$ cat src/rtl/rpm_setpoint_ctrl_if.sv
// Button, load and setpoint signals of the RPM setpoint unit.
// master drives buttons/load; slave is the setpoint controller.
interface rpm_setpoint_ctrl_if #(
    parameter int WIDTH = 7
);
    logic             btn_dec_n;
    logic             btn_inc_n;
    logic             load;
    logic [WIDTH-1:0] load_value;
    logic [WIDTH-1:0] rpm;
    logic             rpm_changed;
    logic             at_min;
    logic             at_max;

    modport master (
        output btn_dec_n,
        output btn_inc_n,
        output load,
        output load_value,
        input  rpm,
        input  rpm_changed,
        input  at_min,
        input  at_max
    );

    modport slave (
        input  btn_dec_n,
        input  btn_inc_n,
        input  load,
        input  load_value,
        output rpm,
        output rpm_changed,
        output at_min,
        output at_max
    );
endinterface

$ cat src/rtl/rpm_setpoint_ctrl.sv
// Debounced up/down RPM setpoint register with saturating limits and load.
// Define AUTO_REPEAT_EN to add hold-to-repeat stepping.
module rpm_setpoint_ctrl #(
    parameter int WIDTH           = 7,
    parameter int STEP            = 5,
    parameter int RPM_MIN         = 0,
    parameter int RPM_MAX         = 95,
    parameter int RPM_INIT        = 0,
    parameter int DEBOUNCE_CYCLES = 100000,
    parameter int HOLD_CYCLES     = 50000000,
    parameter int REPEAT_CYCLES   = 10000000
) (
    input logic                clk,
    input logic                rst_n,
    rpm_setpoint_ctrl_if.slave bus
);

    if (STEP < 1 || STEP >= (1 << WIDTH)) begin : g_bad_step
        $error("rpm_setpoint_ctrl: STEP out of range");
    end
    if (RPM_MIN < 0 || RPM_MIN > RPM_MAX || RPM_MAX >= (1 << WIDTH)) begin : g_bad_lim
        $error("rpm_setpoint_ctrl: illegal RPM_MIN/RPM_MAX");
    end
    if (RPM_INIT < RPM_MIN || RPM_INIT > RPM_MAX) begin : g_bad_init
        $error("rpm_setpoint_ctrl: RPM_INIT outside limits");
    end
    if (DEBOUNCE_CYCLES < 2 || HOLD_CYCLES < 1 || REPEAT_CYCLES < 1) begin : g_bad_cnt
        $error("rpm_setpoint_ctrl: illegal cycle counts");
    end

`ifdef AUTO_REPEAT_EN
    localparam int CNT_A = (DEBOUNCE_CYCLES > HOLD_CYCLES) ? DEBOUNCE_CYCLES : HOLD_CYCLES;
    localparam int CNT_MAX = (CNT_A > REPEAT_CYCLES) ? CNT_A : REPEAT_CYCLES;
`else
    localparam int CNT_MAX = DEBOUNCE_CYCLES;
`endif
    localparam int CW = $clog2(CNT_MAX);

    localparam logic [CW-1:0] DEB_LAST = CW'(DEBOUNCE_CYCLES - 1);
`ifdef AUTO_REPEAT_EN
    localparam logic [CW-1:0] HOLD_LAST = CW'(HOLD_CYCLES - 1);
    localparam logic [CW-1:0] REP_LAST  = CW'(REPEAT_CYCLES - 1);
`endif

    localparam logic [WIDTH:0]   STEP_W = (WIDTH + 1)'(STEP);
    localparam logic [WIDTH:0]   MIN_W  = (WIDTH + 1)'(RPM_MIN);
    localparam logic [WIDTH:0]   MAX_W  = (WIDTH + 1)'(RPM_MAX);
    localparam logic [WIDTH-1:0] STEP_V = WIDTH'(STEP);
    localparam logic [WIDTH-1:0] MIN_V  = WIDTH'(RPM_MIN);
    localparam logic [WIDTH-1:0] MAX_V  = WIDTH'(RPM_MAX);
    localparam logic [WIDTH-1:0] INIT_V = WIDTH'(RPM_INIT);

`ifdef AUTO_REPEAT_EN
    typedef enum logic [2:0] {
        S_IDLE, S_DEBOUNCE, S_HELD, S_REPEAT, S_RELEASE
    } state_t;
`else
    typedef enum logic [2:0] {
        S_IDLE, S_DEBOUNCE, S_HELD, S_RELEASE
    } state_t;
`endif

    typedef enum logic [1:0] {
        C_NONE = 2'b00,
        C_INC  = 2'b01,
        C_DEC  = 2'b10,
        C_BOTH = 2'b11
    } code_t;

    logic [1:0]       inc_sync_q;
    logic [1:0]       dec_sync_q;
    state_t           state_q, state_d;
    logic [CW-1:0]    cnt_q, cnt_d;
    logic             dir_q, dir_d;
    logic [WIDTH-1:0] rpm_q, rpm_d;
    logic             chg_q, chg_d;

    code_t            code;
    logic             hit;
    logic             step_en;
    logic [WIDTH:0]   up_sum;
    logic [WIDTH:0]   dn_diff;
    logic [WIDTH:0]   ld_diff;
    logic [WIDTH-1:0] up_val;
    logic [WIDTH-1:0] dn_val;
    logic [WIDTH-1:0] ld_val;

    // Synchroniser outputs are active-low; bit0 = inc, bit1 = dec pressed.
    assign code = code_t'({~dec_sync_q[1], ~inc_sync_q[1]});
    assign hit  = (code == (dir_q ? C_INC : C_DEC));

    always_ff @(posedge clk or negedge rst_n) begin
        if (!rst_n) begin
            inc_sync_q <= 2'b11;
            dec_sync_q <= 2'b11;
            state_q    <= S_IDLE;
            cnt_q      <= '0;
            dir_q      <= 1'b0;
            rpm_q      <= INIT_V;
            chg_q      <= 1'b0;
        end else begin
            inc_sync_q <= {inc_sync_q[0], bus.btn_inc_n};
            dec_sync_q <= {dec_sync_q[0], bus.btn_dec_n};
            state_q    <= state_d;
            cnt_q      <= cnt_d;
            dir_q      <= dir_d;
            rpm_q      <= rpm_d;
            chg_q      <= chg_d;
        end
    end

    always_comb begin
        state_d = state_q;
        cnt_d   = cnt_q;
        dir_d   = dir_q;
        step_en = 1'b0;
        unique case (state_q)
            S_IDLE: begin
                cnt_d = '0;
                unique case (code)
                    C_INC, C_DEC: begin
                        state_d = S_DEBOUNCE;
                        dir_d   = (code == C_INC);
                    end
                    C_BOTH:  state_d = S_RELEASE;
                    default: state_d = S_IDLE;
                endcase
            end
            S_DEBOUNCE: begin
                if (hit) begin
                    if (cnt_q == DEB_LAST) begin
                        step_en = 1'b1;
                        state_d = S_HELD;
                        cnt_d   = '0;
                    end else begin
                        cnt_d = cnt_q + 1'b1;
                    end
                end else begin
                    state_d = (code == C_NONE) ? S_IDLE : S_RELEASE;
                    cnt_d   = '0;
                end
            end
            S_HELD: begin
                if (!hit) begin
                    state_d = S_RELEASE;
                    cnt_d   = '0;
                end
`ifdef AUTO_REPEAT_EN
                else if (cnt_q == HOLD_LAST) begin
                    step_en = 1'b1;
                    state_d = S_REPEAT;
                    cnt_d   = '0;
                end else begin
                    cnt_d = cnt_q + 1'b1;
                end
`endif
            end
`ifdef AUTO_REPEAT_EN
            S_REPEAT: begin
                if (!hit) begin
                    state_d = S_RELEASE;
                    cnt_d   = '0;
                end else if (cnt_q == REP_LAST) begin
                    step_en = 1'b1;
                    cnt_d   = '0;
                end else begin
                    cnt_d = cnt_q + 1'b1;
                end
            end
`endif
            S_RELEASE: begin
                if (code != C_NONE) begin
                    cnt_d = '0;
                end else if (cnt_q == DEB_LAST) begin
                    state_d = S_IDLE;
                    cnt_d   = '0;
                end else begin
                    cnt_d = cnt_q + 1'b1;
                end
            end
            default: begin
                state_d = S_IDLE;
                cnt_d   = '0;
            end
        endcase
    end

    // Limit tests use the sign bit of a WIDTH+1 difference, so nothing wraps.
    always_comb begin
        up_sum  = {1'b0, rpm_q} + STEP_W;
        dn_diff = {1'b0, rpm_q} - MIN_W - STEP_W;
        ld_diff = {1'b0, bus.load_value} - MIN_W;
        up_val  = (up_sum > MAX_W) ? MAX_V : up_sum[WIDTH-1:0];
        dn_val  = dn_diff[WIDTH] ? MIN_V : (rpm_q - STEP_V);
        if (bus.load_value > MAX_V) begin
            ld_val = MAX_V;
        end else if (ld_diff[WIDTH]) begin
            ld_val = MIN_V;
        end else begin
            ld_val = bus.load_value;
        end
    end

    always_comb begin
        rpm_d = rpm_q;
        if (bus.load) begin
            rpm_d = ld_val;
        end else if (step_en) begin
            rpm_d = dir_q ? up_val : dn_val;
        end
        chg_d = (rpm_d != rpm_q);
    end

    assign bus.rpm         = rpm_q;
    assign bus.rpm_changed = chg_q;
    assign bus.at_min      = (rpm_q == MIN_V);
    assign bus.at_max      = (rpm_q == MAX_V);

endmodule

$ cat src/flat_wrapper.sv
// flat-port wrapper written by rule: the top's interface ports become plain ports
module rpm_setpoint_ctrl_flat 
#(
    parameter int WIDTH           = 7,
    parameter int STEP            = 5,
    parameter int RPM_MIN         = 0,
    parameter int RPM_MAX         = 95,
    parameter int RPM_INIT        = 0,
    parameter int DEBOUNCE_CYCLES = 100000,
    parameter int HOLD_CYCLES     = 50000000,
    parameter int REPEAT_CYCLES   = 10000000
)
  (clk, rst_n, bus_btn_dec_n, bus_btn_inc_n, bus_load, bus_load_value, bus_rpm, bus_rpm_changed, bus_at_min, bus_at_max);
  rpm_setpoint_ctrl_if #(.WIDTH(WIDTH)) bus_i ();
  input logic clk;
  input logic rst_n;
  input wire logic [$bits(bus_i.btn_dec_n)-1:0] bus_btn_dec_n;
  input wire logic [$bits(bus_i.btn_inc_n)-1:0] bus_btn_inc_n;
  input wire logic [$bits(bus_i.load)-1:0] bus_load;
  input wire logic [$bits(bus_i.load_value)-1:0] bus_load_value;
  output wire logic [$bits(bus_i.rpm)-1:0] bus_rpm;
  output wire logic [$bits(bus_i.rpm_changed)-1:0] bus_rpm_changed;
  output wire logic [$bits(bus_i.at_min)-1:0] bus_at_min;
  output wire logic [$bits(bus_i.at_max)-1:0] bus_at_max;
  assign bus_i.btn_dec_n = bus_btn_dec_n;
  assign bus_i.btn_inc_n = bus_btn_inc_n;
  assign bus_i.load = bus_load;
  assign bus_i.load_value = bus_load_value;
  assign bus_rpm = bus_i.rpm;
  assign bus_rpm_changed = bus_i.rpm_changed;
  assign bus_at_min = bus_i.at_min;
  assign bus_at_max = bus_i.at_max;
  rpm_setpoint_ctrl #(.WIDTH(WIDTH), .STEP(STEP), .RPM_MIN(RPM_MIN), .RPM_MAX(RPM_MAX), .RPM_INIT(RPM_INIT), .DEBOUNCE_CYCLES(DEBOUNCE_CYCLES), .HOLD_CYCLES(HOLD_CYCLES), .REPEAT_CYCLES(REPEAT_CYCLES)) u_core (.clk(clk), .rst_n(rst_n), .bus(bus_i));
endmodule
$ cat config.mk
export PLATFORM = sky130hd
export DESIGN_NAME = rpm_setpoint_ctrl_flat
export DESIGN_NICKNAME = d
export VERILOG_FILES = /design/src/rtl/rpm_setpoint_ctrl_if.sv /design/src/rtl/rpm_setpoint_ctrl.sv /design/src/flat_wrapper.sv
export SDC_FILE = /design/constraint.sdc
export NUM_CORES = 1
export LEC_CHECK = 0
export BUFFER_PORTS_ARGS = -buffer_cell sky130_fd_sc_hd__buf_2
export CAP_MARGIN = 25
export CORE_UTILIZATION = 60
export CTS_CLUSTER_SIZE = 14
export DETAILED_ROUTE_END_ITERATION = 8
export GPL_TIMING_DRIVEN = 0
export PLACE_DENSITY = 0.86
export SLEW_MARGIN = 20
export SYNTH_ARGS = -nofsm -noshare
export SYNTH_HDL_FRONTEND = slang
export SYNTH_SLANG_ARGS = --single-unit
$ cat constraint.sdc
create_clock -name clk -period 2.5 [get_ports clk]
set_input_delay 0.5 -clock clk [delete_from_list [all_inputs] [get_ports clk]]
set_output_delay 0.5 -clock clk [all_outputs]
set_load 0.05 [all_outputs]
# ---- Word-level counts from Yosys, hierarchy flattened
# Index checks and enable logic that the tools add are counted.
dict set report word_totals {
  out_inout_bits 10
  register_bits 33
  elab_cells 59
  inputBits 12
}
dict set report op_classes {
  muxes 23
  n_reduce_logical 7
  order_cmp 2
  add_sub_neg 4
  eq_ne 14
  n_bitwise 2
}
# operator n
set op_table {}
lappend op_table {{17-bit 2-to-1 mux} 4}
lappend op_table {{17-bit case mux with 3 select lines} 1}
lappend op_table {{7-bit 2-to-1 mux} 6}
lappend op_table {{17-bit by 1-bit adder with 17-bit output, second input constant} 1}
lappend op_table {{17-bit equality test, second input constant} 1}
lappend op_table {{3-bit 2-to-1 mux} 5}
lappend op_table {{3-bit case mux with 4 select lines} 1}
lappend op_table {{7-bit by 3-bit adder with 8-bit output, second input constant} 1}
lappend op_table {{8-bit by 7-bit greater-than comparator with 1-bit output, second input constant} 1}
lappend op_table {{7-bit by 3-bit subtractor with 8-bit output, second input constant} 1}
lappend op_table {{7-bit equality test, second input constant} 1}
lappend op_table {{7-bit greater-than comparator, second input constant} 1}
lappend op_table {{7-bit zero test} 1}
lappend op_table {{7-bit inequality test} 1}
lappend op_table {{7-bit by 3-bit subtractor with 7-bit output, second input constant} 1}
lappend op_table {{3-bit by 2-bit equality test with 1-bit output, second input constant} 2}
lappend op_table {{2-bit equality test, second input constant} 2}
lappend op_table {{2-bit 2-to-1 mux} 2}
lappend op_table {{2-bit inequality test, second input constant} 2}
lappend op_table {{2-bit case mux with 2 select lines} 1}
lappend op_table {{4-bit AND reduction} 1}
lappend op_table {{3-bit by 1-bit equality test with 1-bit output, second input constant} 1}
lappend op_table {{3-bit zero test} 1}
lappend op_table {{1-bit 2-to-1 mux} 3}
lappend op_table {{9 further kinds} 10}

# ---- Longest topological paths before layout
dict set report depth {
  ltp_word 7
  depth_mapped 8
  ltp_nobuf 8
}

# ---- Worst setup path before layout
# OpenSTA, ideal clock, no wires.
dict set report synth_timing {
  path_kind {register to output}
  startpoint {register u_core.rpm_q[1], in the netlist u_core.bus.rpm[1]}
  endpoint {output bus_at_max}
  n_path_buf 0
  arrival_ps 2449
  setup_slack_ps -449
  required_ps 2000
  path_stages_with_launch 4
  cell_sequence {dfrtp_1 ha_1 and4_1 nor3b_1}
}
dict set report synth_via {
  elab_chain_len 1
}
# item line
set synth_rtl {}
lappend synth_rtl {{from (decl)} rpm_setpoint_ctrl.sv:75} ;# logic [WIDTH-1:0] rpm_q, rpm_d;
lappend synth_rtl {{from (signal assigned)} rpm_setpoint_ctrl.sv:107} ;# rpm_q <= rpm_d;
lappend synth_rtl {{7-bit equality test} rpm_setpoint_ctrl.sv:217} ;# assign bus.at_max = (rpm_q == MAX_V);
lappend synth_rtl {{to (decl)} flat_wrapper.sv:24} ;# output wire logic [$bits(bus_i.at_max)-1:0] bus_at_max;
# Every way passes these cells.

# ---- Final worst setup path
dict set report layout_timing {
  startpoint {register u_core.rpm_q[5], in the netlist u_core.bus.rpm[5]}
  endpoint {output bus_at_min}
}
dict set report layout_via {
  elab_chain_len 1
}
# item line
set layout_rtl {}
lappend layout_rtl {{7-bit zero test} rpm_setpoint_ctrl.sv:216} ;# assign bus.at_min = (rpm_q == MIN_V);
lappend layout_rtl {{to (decl)} flat_wrapper.sv:23} ;# output wire logic [$bits(bus_i.at_min)-1:0] bus_at_min;
# Every way passes these cells.

==> metrics.csv <==
stage,metric,value,unit
run_status,status,"complete, no violations",
synth,Post-synth ARST share,100,%
setup_path,crit start category,flop,
synth,"Net Count, Synth",335,
layout,Sequential Area,806,um2
global_route,largest net degree at the start of global routing,33,
clocking,clk slew on worst S/H paths,0.07,ns
layout,Antenna Cells,0,
synth,sequential fraction of the synthesis area,31.3,%
clocking,CTS tree,built,
timing,Rel. slew slack,54.7,%
synth,Synth top area share,27.2,%
global_route,initial antenna violation count,0,
place,HPWL after detailed placement,4.79,mm
die,die area,4560,um2
global_route,first-pass GRT wire length,10.9,mm
synth,Netlist cell types,65,
layout,Fillers,318,
run,max-cap viol count,0,
setup_path,highest net fanout along the worst path,8,
setup_path,slowest CP cell,nor4_2,
setup_path,critical path arrival,1.93,ns
synth,Area contributors post-synth,"dfrtp_1 (27%), o21ai_0 (4.9%), nand2_1 (4.4%)",
layout,Syn-to-layout area delta,11.9,%
setup_path,nature of the critical path endpoint,output port,
timing,fmax,412,MHz
place,I/O Buffers,20,
layout,multi-input logic area,1650,um2
synth,Synth area leader,dfrtp_1,
synth,dominant synthesized flop cell,dfrtp_1,
clocking,worst skew pair latency,0.29,ns
timing,RSZ-0062 raised after global routing,true,
layout,share of cells above drive strength 1,17.8,%
route,WL final,6.73,mm
route,1st-pass router iterations,5,
place,Placer Congestion,0.972,
setup_path,"delay-heaviest family, CP",simple AND/OR/NAND/NOR gates,
timing,Pins Over Slew Limit,0,
setup_path,WP data required,2.00,ns
die,initial core utilization,63.5,%
timing,fin crit period,2.43,ns
clocking,CTS max path bufs,2,
die,Die Y,67.5,um
global_route,grt ovf,0,
clocking,H-tree depth,2,
timing,worst clock skew,0.0113,ns
setup_path,Worst Path Buf+Inv,2,
synth,Synth Register Bits,32,
clocking,cts bufs inserted,5,
timing,hold_ws,0.238,ns
route,routed via count,2622,
layout,Final nets,366,
clocking,TritonCTS Sinks,32,
synth,syn_area_per_cell,8.15,um2
route,ANT nets after route,0,
global_route,vias in the first global route,2235,
route,vias per inst,6.59,
setup_path,Crit Path Category,flop to output port,
die,CORE AREA,4060,um2
timing,Tcrit/Tclk final,97.2,%
die,chip width,67.5,um
setup_path,CP max stage delay,0.60,ns
die,# IOs,22,
route,DR WL/cell,16.9,um
synth,Synth Warn #,0,
synth,number of flops mapped to enable cells by yosys,0,
layout,fin cells,398,
place,placed insts,386,
timing,final hold viol count,0,
timing,# setup viols final,0,
pwr,leak pwr,0.00114,uW
timing,Worst-Margin Slew,0.680,ns
synth,Post-Synthesis Cell Area,2580,um2
clocking,Root Driver,clkbuf_8,
hold_path,worst min path class,input port to asynchronous set/reset pin,
die,cell row count,23,
synth,Gate Count Post-Synth,316,
global_route,Total GRT Usage,32.1,%
route,drt drc,0,
synth,top-count cell post-synth,nand2_1,
pwr,Power Dens Cells,452,nW/um2
pwr,peak supply drop,0.351,mV
route,DRT iter0 DRCs,318,
setup_path,"Cell Chain, Critical Path",clkbuf_1 > nor4_2 > and3_1 > buf_2,
synth,Synth top cells by count,"nand2_1 (30), dfrtp_1 (28), o21ai_0 (25)",
stage by stage:
stage               setup WS, ns  TNS (ns)  instance area, um2  utilization, %  power, uW
finish                    0.0710         0                2880            71.0       1300
floorplan                 0.0490         0                2580               -        793
detailed placement        0.0233         0                2740            67.6        878
global placement          0.0587         0                2740            67.6        874
CTS                       0.0155         0                2840            70.1       1300
global route             -0.0346   -0.0587                2880            71.0       1360
cells by family (layout without fill, tap and decap cells):
kind of cell	count (synthesis)	count (layout)	share of synthesized area [%]
AND/OR/NAND/NOR	131	131	28.9
AO/OA/AOI/OAI	104	104	26.6
flip-flops	32	32	31.3
buffers and inverters	30	62	5.29
adder cells (fa/ha/maj)	7	7	3.40
XOR/XNOR	6	6	2.04
multiplexers	6	6	2.43
area by class of cell:
type / count / share of cell area [%]
Multi-Input combinational cell: 254 / 57.4
Sequential cell: 32 / 28.0
Timing Repair Buffer: 24 / 4.52
Buffer: 20 / 3.47
Clock buffer: 6 / 2.87
Tap cell: 50 / 2.17
Inverter: 10 / 1.30
Clock inverter: 2 / 0.347
cells in the final DEF (no fill, tap or decap), types with 6 or more instances in the layout:
cell type  instances
o21ai_0           24
clkbuf_8           6
nor2b_1           11
a21oi_1           20
clkbuf_1          11
o31ai_1           11
nand2_1           30
nand2b_1           7
inv_1             10
ha_1               7
nor2_1            24
nor4_1             8
o21ai_1            9
buf_4              7
nand3_1           14
dfrtp_1           28
buf_2             24
flip-flops by register name, indices dropped and copies added, names as in the netlist:
signal,count
u_core.inc_sync_q,2
u_core.cnt_q,17
u_core.dec_sync_q,2
u_core.bus.rpm,7
u_core.bus.rpm_changed,1
u_core.dir_q,1
u_core.state_q,2
worst register-to-register path, delay by kind of cell, from the launching register on:
family	cells	cell delay (ns)
simple gates	4	1.08
flops	1	0.57
mux	1	0.19
compound gates	1	0.39
final timing paths:
kind                                                 from                                to  slack, ns  cells past startpoint
max                           u_core.bus.rpm[5]$_DFF_PN0_                        bus_at_min       0.07                      4
min                                                 rst_n       u_core.bus.rpm[2]$_DFF_PN0_       0.24                      1
max reg2reg                u_core.inc_sync_q[1]$_DFF_PN1_  u_core.bus.rpm_changed$_DFF_PN0_       0.14                      6
min reg2reg                u_core.dec_sync_q[0]$_DFF_PN1_    u_core.dec_sync_q[1]$_DFF_PN1_       0.36                      0
max in group asynchronous                           rst_n       u_core.bus.rpm[6]$_DFF_PN0_       1.81                      1
min in group clk                            bus_btn_dec_n    u_core.dec_sync_q[0]$_DFF_PN1_       0.31                      1
report_power, final:
group | switching (uW) | total (uW) | internal [uW]
combinational | 220 | 321 | 101
clock | 203 | 422 | 220
sequential | 21.1 | 559 | 538
total | 444 | 1300 | 858
layer usage:
layer,GRT usage (%),wire [um],vias to the layer above,share of wire (%)
met3,7.26,479,11,7.1
li1,-,-,1250,-
met4,10.1,96,0,1.4
met2,45.4,2940,119,44
met5,0,0,-,0
met1,47.6,3210,1242,48
timing repair:
item                       CTS  global route
hold endpoints to repair     0             0
resized for setup            1             4
buffers inserted             0             4
pin swaps                    0             3
setup endpoints to repair    1            16
hold buffers                 0             0
(Power assumes the default switching activity.)
